$ cat src/rtl/hp_coef_loader.sv
// hp_coef_loader: fetches 5 biquad coefficients per section from an external
// ROM into a shadow bank, then swaps the whole bank into the active outputs
// on the next sample boundary so the cascade never sees a partial update.
module hp_coef_loader #(
    parameter int SECTIONS = 6,
    parameter int COEF_W   = 32,
    parameter int IDX_W    = 6
) (
    input  logic                       clk,
    input  logic                       reset,
    input  logic [1:0]                 cfg_type,
    input  logic [IDX_W-1:0]           cfg_idx,
    input  logic                       cfg_valid,
    output logic                       cfg_ready,
    input  logic                       sample_strobe,
    output logic [2+IDX_W+6-1:0]       rom_addr,
    input  logic [COEF_W-1:0]          rom_data,
    output logic [SECTIONS*COEF_W-1:0] coef_b0,
    output logic [SECTIONS*COEF_W-1:0] coef_b1,
    output logic [SECTIONS*COEF_W-1:0] coef_b2,
    output logic [SECTIONS*COEF_W-1:0] coef_a1,
    output logic [SECTIONS*COEF_W-1:0] coef_a2,
    output logic                       coef_update,
    output logic                       busy
);

    localparam int              AW       = 2 + IDX_W + 6;
    localparam logic [2:0]      SEC_LAST = 3'(SECTIONS - 1);
    localparam logic [2:0]      FLD_LAST = 3'd4;
    // 1.0 in Q2.30 (two integer bits above the binary point)
    localparam logic [COEF_W-1:0] COEF_ONE = COEF_W'(1) << (COEF_W - 2);

    typedef enum logic [1:0] {IDLE, FETCH, WAIT_SWAP} state_t;

    // Bank indexed [field][section]; field order B0, B1, B2, A1, A2.
    typedef logic [4:0][SECTIONS-1:0][COEF_W-1:0] bank_t;

    function automatic bank_t passthrough();
        bank_t b;
        b = '0;
        for (int s = 0; s < SECTIONS; s++) begin
            b[0][s] = COEF_ONE;
        end
        return b;
    endfunction

    state_t           state_q, state_d;
    logic [1:0]       typ_q, typ_d;
    logic [IDX_W-1:0] idx_q, idx_d;
    logic [2:0]       sec_q, sec_d, fld_q, fld_d;
    logic [2:0]       sec_n, fld_n;
    logic             issue_done_q, issue_done_d;
    logic             wr_en_q, wr_en_d;
    logic [2:0]       wr_sec_q, wr_sec_d, wr_fld_q, wr_fld_d;
    logic [AW-1:0]    rom_addr_q, rom_addr_d;
    bank_t            shadow_q, shadow_d;
    bank_t            active_q, active_d;
    logic             coef_update_q, coef_update_d;
    logic             last_issue;

    // Next-state, address sequencing, shadow writes and the bank swap.
    always_comb begin
        // NOTE: every variable gets a default first so no path infers a latch.
        state_d       = state_q;
        typ_d         = typ_q;
        idx_d         = idx_q;
        sec_d         = sec_q;
        fld_d         = fld_q;
        issue_done_d  = issue_done_q;
        wr_en_d       = 1'b0;
        wr_sec_d      = sec_q;
        wr_fld_d      = fld_q;
        rom_addr_d    = rom_addr_q;
        shadow_d      = shadow_q;
        active_d      = active_q;
        coef_update_d = 1'b0;

        last_issue = (sec_q == SEC_LAST) && (fld_q == FLD_LAST);
        fld_n      = (fld_q == FLD_LAST) ? 3'd0 : fld_q + 3'd1;
        sec_n      = (fld_q == FLD_LAST) ? sec_q + 3'd1 : sec_q;

        // ROM data arrives one cycle after its address; the delayed (sec, fld) steers it.
        if (wr_en_q) begin
            for (int f = 0; f < 5; f++) begin
                for (int s = 0; s < SECTIONS; s++) begin
                    if (wr_fld_q == 3'(f) && wr_sec_q == 3'(s)) begin
                        shadow_d[f][s] = rom_data;
                    end
                end
            end
        end

        unique case (state_q)
            IDLE: begin
                if (cfg_valid) begin
                    typ_d        = cfg_type;
                    idx_d        = cfg_idx;
                    sec_d        = 3'd0;
                    fld_d        = 3'd0;
                    issue_done_d = 1'b0;
                    rom_addr_d   = {cfg_type, cfg_idx, 6'd0};
                    state_d      = FETCH;
                end
            end
            FETCH: begin
                // The address for (sec_q, fld_q) is on rom_addr this cycle.
                if (!issue_done_q) begin
                    wr_en_d = 1'b1;
                    if (last_issue) begin
                        issue_done_d = 1'b1;
                    end else begin
                        sec_d      = sec_n;
                        fld_d      = fld_n;
                        rom_addr_d = {typ_q, idx_q, sec_n, fld_n};
                    end
                end
                // Leave only once the final shadow write has landed; a strobe here is ignored.
                if (wr_en_q && wr_sec_q == SEC_LAST && wr_fld_q == FLD_LAST) begin
                    state_d = WAIT_SWAP;
                end
            end
            WAIT_SWAP: begin
                if (sample_strobe) begin
                    active_d      = shadow_q;
                    coef_update_d = 1'b1;
                    state_d       = IDLE;
                end
            end
            default: state_d = IDLE;
        endcase
    end

    // State and bank registers with synchronous reset to the passthrough filter.
    always_ff @(posedge clk) begin
        // NOTE: sequential state uses non-blocking assignments only.
        if (reset) begin
            state_q       <= IDLE;
            typ_q         <= '0;
            idx_q         <= '0;
            sec_q         <= '0;
            fld_q         <= '0;
            issue_done_q  <= 1'b0;
            wr_en_q       <= 1'b0;
            wr_sec_q      <= '0;
            wr_fld_q      <= '0;
            rom_addr_q    <= '0;
            // NOTE: both banks are reset so an aborted load can never reach the cascade.
            shadow_q      <= passthrough();
            active_q      <= passthrough();
            coef_update_q <= 1'b0;
        end else begin
            state_q       <= state_d;
            typ_q         <= typ_d;
            idx_q         <= idx_d;
            sec_q         <= sec_d;
            fld_q         <= fld_d;
            issue_done_q  <= issue_done_d;
            wr_en_q       <= wr_en_d;
            wr_sec_q      <= wr_sec_d;
            wr_fld_q      <= wr_fld_d;
            rom_addr_q    <= rom_addr_d;
            shadow_q      <= shadow_d;
            active_q      <= active_d;
            coef_update_q <= coef_update_d;
        end
    end

    assign cfg_ready   = (state_q == IDLE);
    assign busy        = (state_q != IDLE);
    assign rom_addr    = rom_addr_q;
    assign coef_update = coef_update_q;
    assign coef_b0     = active_q[0];
    assign coef_b1     = active_q[1];
    assign coef_b2     = active_q[2];
    assign coef_a1     = active_q[3];
    assign coef_a2     = active_q[4];

endmodule
$ cat config.mk
export PLATFORM = sky130hd
export DESIGN_NAME = hp_coef_loader
export DESIGN_NICKNAME = d
export VERILOG_FILES = /design/src/rtl/hp_coef_loader.sv
export SDC_FILE = /design/constraint.sdc
export NUM_CORES = 2
export LEC_CHECK = 0
export BUFFER_PORTS_ARGS = -buffer_cell sky130_fd_sc_hd__buf_2
export CAP_MARGIN = 20
export CORE_AREA = 2 2 402 404
export CTS_CLUSTER_DIAMETER = 40
export DETAILED_ROUTE_END_ITERATION = 16
export DIE_AREA = 0 0 404 406
export GPL_TIMING_DRIVEN = 0
export PLACE_DENSITY = 0.67
export SLEW_MARGIN = 10
export SYNTH_ARGS = -nofsm -noshare
export SYNTH_HDL_FRONTEND = slang
export SYNTH_SLANG_ARGS = --single-unit
export TNS_END_PERCENT = 30
$ cat constraint.sdc
create_clock -name clk -period 4.5 [get_ports clk]
set_clock_uncertainty 0.15 [all_clocks]
set_input_delay 0.675 -clock clk [delete_from_list [all_inputs] [get_ports clk]]
set_output_delay 0.675 -clock clk [all_outputs]
set_load 0.05 [all_outputs]
==> After elaboration in Yosys (flattened, before gate mapping) <==
Index checks and enable logic that the tools add are counted.
{ "totals": {"register_bits": 1959, "output_inout_bits": 977, "elab_cells": 191} }
{ "op_classes": {"add_sub_neg": 2, "eq_ne": 18, "muxes": 23, "bitwise_logic": 2, "n_reduce_logical": 75} }
{ "op_table": {"columns": ["cell", "count"], "rows": [
  ["$reduce_and A2 Y1", 33],
  ["$mux W14", 3],
  ["$logic_and A1 B1 Y1", 33],
  ["$pmux W14 S2", 1],
  ["$mux W3", 7],
  ["$eq A3 B3 Y1 const B", 5],
  ["$eq A3 B2 Y1 const B", 4],
  ["$pmux W3 S2", 2],
  ["$ne A2 B2 Y1 const B", 5],
  ["$add A3 B1 Y3 const B", 2],
  ["$eq A3 B1 Y1 const B", 2],
  ["$logic_not A3 Y1", 2],
  ["$mux W2", 3],
  ["$pmux W2 S3", 1],
  ["$mux W1", 5],
  ["$reduce_and A4 Y1", 1],
  ["$reduce_bool A2 Y1", 2],
  ["$reduce_or A2 Y1", 2],
  ["$reduce_and A3 Y1", 1],
  ["$eq A2 B1 Y1 const B", 1],
  ["$eq A2 B2 Y1 const B", 1],
  ["$logic_not A2 Y1", 1],
  ["$not A1 Y1", 2],
  ["$pmux W1 S2", 1]
]} }

==> Logic depth before layout (Yosys ltp) <==
{ "depth": {"ltp_word": 5, "depth_mapped": 8, "mapped_depth_nobuf": 6} }

==> Least setup slack after synthesis <==
No wires, ideal clock.
{ "synth_timing": {"kind": "reg2reg", "from": "register fld_q[0]", "to": "register rom_addr_q[12], in the netlist rom_addr[12]", "setup_ps": 86, "arrival_time_ps": 1865, "required_time_ps": 4264, "slack_ps": 2399, "path_stages_with_launch": 9, "n_path_buf": 2, "synth_period_minus_slack_ps": 2101, "path_cell_list": "dfxtp_1 -> inv_1 -> ha_1 -> nand4_1 -> a21o_1 -> buf_2 -> buf_2 -> nor2_1 -> a211oi_1"} }
{ "synth_via": {"elab_chain_cells": 4} }
{ "synth_rtl": {"columns": ["item", "line_no", "rtl"], "rows": [
  ["from (decl)", "50", "logic [2:0] sec_q, sec_d, fld_q, fld_d;"],
  ["from (signal assigned)", "156", "fld_q <= fld_d;"],
  ["$eq A3 B3 Y1", "78", "last_issue = (sec_q == SEC_LAST) && (fld_q == FLD_LAST);"],
  ["$logic_and A1 B1 Y1", "78", null],
  ["$ne A2 B2 Y1 (no source line)", null, null],
  ["$reduce_and A4 Y1 (no source line)", null, null],
  ["to (signal assigned)", "161", "rom_addr_q <= rom_addr_d;"],
  ["to (decl)", "55", "logic [AW-1:0] rom_addr_q, rom_addr_d;"]
]} }
No other way between the ends.
A chain may end at the register's enable or synchronous reset.

==> Worst setup path in the final report <==
{ "layout_timing": {"from": "register state_q[0]", "to": "register active_q, in the netlist coef_b1[95]"} }
{ "layout_via": {"elab_chain_cells": 2} }
{ "layout_rtl": {"columns": ["item", "line_no", "rtl"], "rows": [
  ["from (decl)", "47", "state_t state_q, state_d;"],
  ["from (signal assigned)", "152", "state_q <= state_d;"],
  ["$eq A2 B2 Y1", "93", "unique case (state_q)"],
  ["$reduce_and A2 Y1 (no source line)", null, null],
  ["to (signal assigned)", "149", "active_q <= passthrough();"],
  ["to (signal assigned)", "163", "active_q <= active_d;"],
  ["to (decl)", "57", "bank_t active_q, active_d;"]
]} }
No other way between the ends.

==> metrics <==
antenna violations before repair=21; IO Pins=1021; fin nets=9960; post-synthesis net count=8670; unrepaired setup endpoints after global routing=false; status=complete, no violations; cell area power density=449.9 nW/µm²; max-cap viol count=0; fraction of final layout cells sized beyond drive strength 1=17.51%; first-pass GRT wire length=404000 µm; CP max stage cell=clkbuf_1; CTS tree=done; Syn Area/Cell=7.864 µm²; Final setup violation count=0; Worst Path Required=5.14 ns; Iter 0 DRT Violations=6362; commonest cells after routing, fill and taps aside=nand2_1, dfxtp_1, a21oi_1; WP data arrival=3.65 ns; Final ANT Viol Nets=0; row count=147; CP top delay family=buffers and inverters; maximum fanout along the worst path=10; post-DR vias/cell=5.336; Slew Viols, Final=0; Ys Warns=0; die area=164000 µm²; Slew @ Worst Pin=1.292 ns; initial core utilization=42.47%; vias in the first global route=59980; Filler cells=15200; Final Core Density=52.90%; worst path cell trace=buf_4 > and3b_1 > buf_2 > buf_2 > clkbuf_1 > nand2_1 > a21oi_1; LEAKAGE=31.48 nW; dpl ws=1.085 ns; root buf cell=clkbuf_16; r2r startpoint=state_q[0]; Layout area overhead=24.56%; Synth Cell Area=67800 µm²; # DRC=0; commonest non-fill, non-tap cell in the layout=nand2_1; wire length per cell=23.75 µm; setup ws final=1.488 ns; core area=159600 µm²; Clock Latency Late Sink=0.88 ns; Gates resized, CTS repair=0; DRT Pass-1 Iters=6; routed vias=65100; overall power=38.00 mW; Worst Setup End Kind=flop; WP buf/inv=4; # Post-CTS Setup Buffers=0; DP HPWL=215700 µm; sequential area share after synthesis=57.67%; top cell type's share of synthesized area=57.67%; Cell variety after synth=43; most frequent CP cell=buf_2; largest net degree at the start of global routing=19; clk sink count=1953; peak supply drop=0.3770 mV; fmax=332.0 MHz; Clock transition at path regs=0.06 ns; setup_tns=0 ns; fin crit share=66.94%; Worst Setup Path Type=flop to flop; CTS max path bufs=3; FF+latch count, synth=1953; GRT overflow=0; hold violation total from the final report=0; Port Buffers=987; Chip Width=404 µm; largest stage delay on the critical path=0.67 ns; HP Start=rom_data[1]; Slew HR=13.86%; Synth area leaders=dfxtp_1, nand2_1, a21oi_1; H-tree levels=4; Cells after Synth=8622; CTS Buf Count=236; Worst Hold Class=input pin to flop; crit start category=flop; GPL Wtd Cong=0.9478; Crit. Startpoint=state_q[0]; Tot GR Track Use=33.85%; final worst path period need=3.012 ns; routed wire length=289800 µm; DIE HEIGHT=406 µm; Hold Slack=0.03464 ns; area leader, netlist=dfxtp_1
worst reg2reg max path: stages, from the launching register on:
cell and delay, ns:
dfxtp_1 0.29, buf_4 0.19, and3b_1 0.22, buf_2 0.37, buf_2 0.56, clkbuf_1 0.68, nand2_1 0.26, a21oi_1 0.20
worst paths after layout:
| kind | end | slack (ns) | cells past startpoint |
|---|---|---|---|
| max | coef_b1[95] | 1.49 | 7 |
| min reg2reg | coef_a2[171] | 0.25 | 2 |
| max reg2reg | coef_b1[95] | 1.49 | 7 |
| min | shadow_q[449] | 0.03 | 3 |
flip-flops by register name, summed over array words and instances, names as in the netlist, 2 cells and up:
register  count
coef_a1     192
coef_a2     192
coef_b0     192
coef_b1     192
coef_b2     192
fld_q         2
idx_q         6
rom_addr     10
sec_q         2
shadow_q    960
state_q       2
typ_q         2
wr_fld_q      3
wr_sec_q      3
metrics by stage:
stage          area (µm²)  instances
4_1_cts             84380      12190
3_5_place_dp        76110      11740
6_report            84450      12200
2_1_floorplan       67800       8622
3_3_place_gp        75350      11700
5_1_grt             84430      12190
metal layers:
layer / global-route usage [%] / wire length (µm)
met1: 41.33 / 111400
met2: 52.74 / 127100
met5: 0 / 227
met4: 20.25 / 19930
met3: 10.06 / 31170
cell type report:
| cell class | instances | area [µm²] | share of cell area, % |
|---|---|---|---|
| Inverter | 5 | 18.77 | 0.02222 |
| Sequential cell | 1953 | 39100 | 46.30 |
| Tap cell | 2086 | 2610 | 3.091 |
| Clock buffer | 293 | 6400 | 7.578 |
| Antenna cell | 7 | 17.52 | 0.02074 |
| Timing Repair Buffer | 1052 | 5823 | 6.895 |
| Clock inverter | 141 | 1754 | 2.077 |
| Buffer | 725 | 3367 | 3.987 |
| Multi-Input combinational cell | 5939 | 25360 | 30.03 |
synth_stat cells (all sizes together):
master,number
o2bb2ai,1
a32o,2
inv,5
buf,261
nor4b,2
and4b,2
nor2b,3
o22ai,1
nor3b,7
or3,1
ha,4
nor2,48
nand3,1
a211oi,8
mux2i,8
clkbuf,464
dfxtp,1953
nand4bb,3
and4bb,3
nor4,1
nand3b,14
a21oi,1921
or3b,3
nand4b,2
a22oi,1
or4b,1
nor3,1
nand2,3892
nand4,1
nand2b,2
o32ai,1
and3b,2
o21ai,1
or2,1
a21o,1
where the power goes:
part	total, mW	switching, mW	internal (mW)
sequential	17.3	0.0169	17.3
combinational	1.14	0.941	0.199
clock	19.5	8.02	11.5
kinds of logic (layout without fill, tap and decap cells):
group           Yosys count  count (layout)  synth area share (%)
compound gates         1937            1937                 14.36
fa+ha+maj                 4               4               0.07382
buf+inv                 730            2216                 4.924
flops                  1953            1953                 57.67
mux                       8               8                0.1181
other cells               0               7                     0
simple gates           3990            3990                 22.86
repair_timing:
action / 4_1_cts / 5_1_grt
endpoints found under the setup margin: 0 / 0
hold buffers: 12 / 0
endpoints found under the hold margin: 19 / 0
No activity file was read; power rests on OpenSTA's default activity.
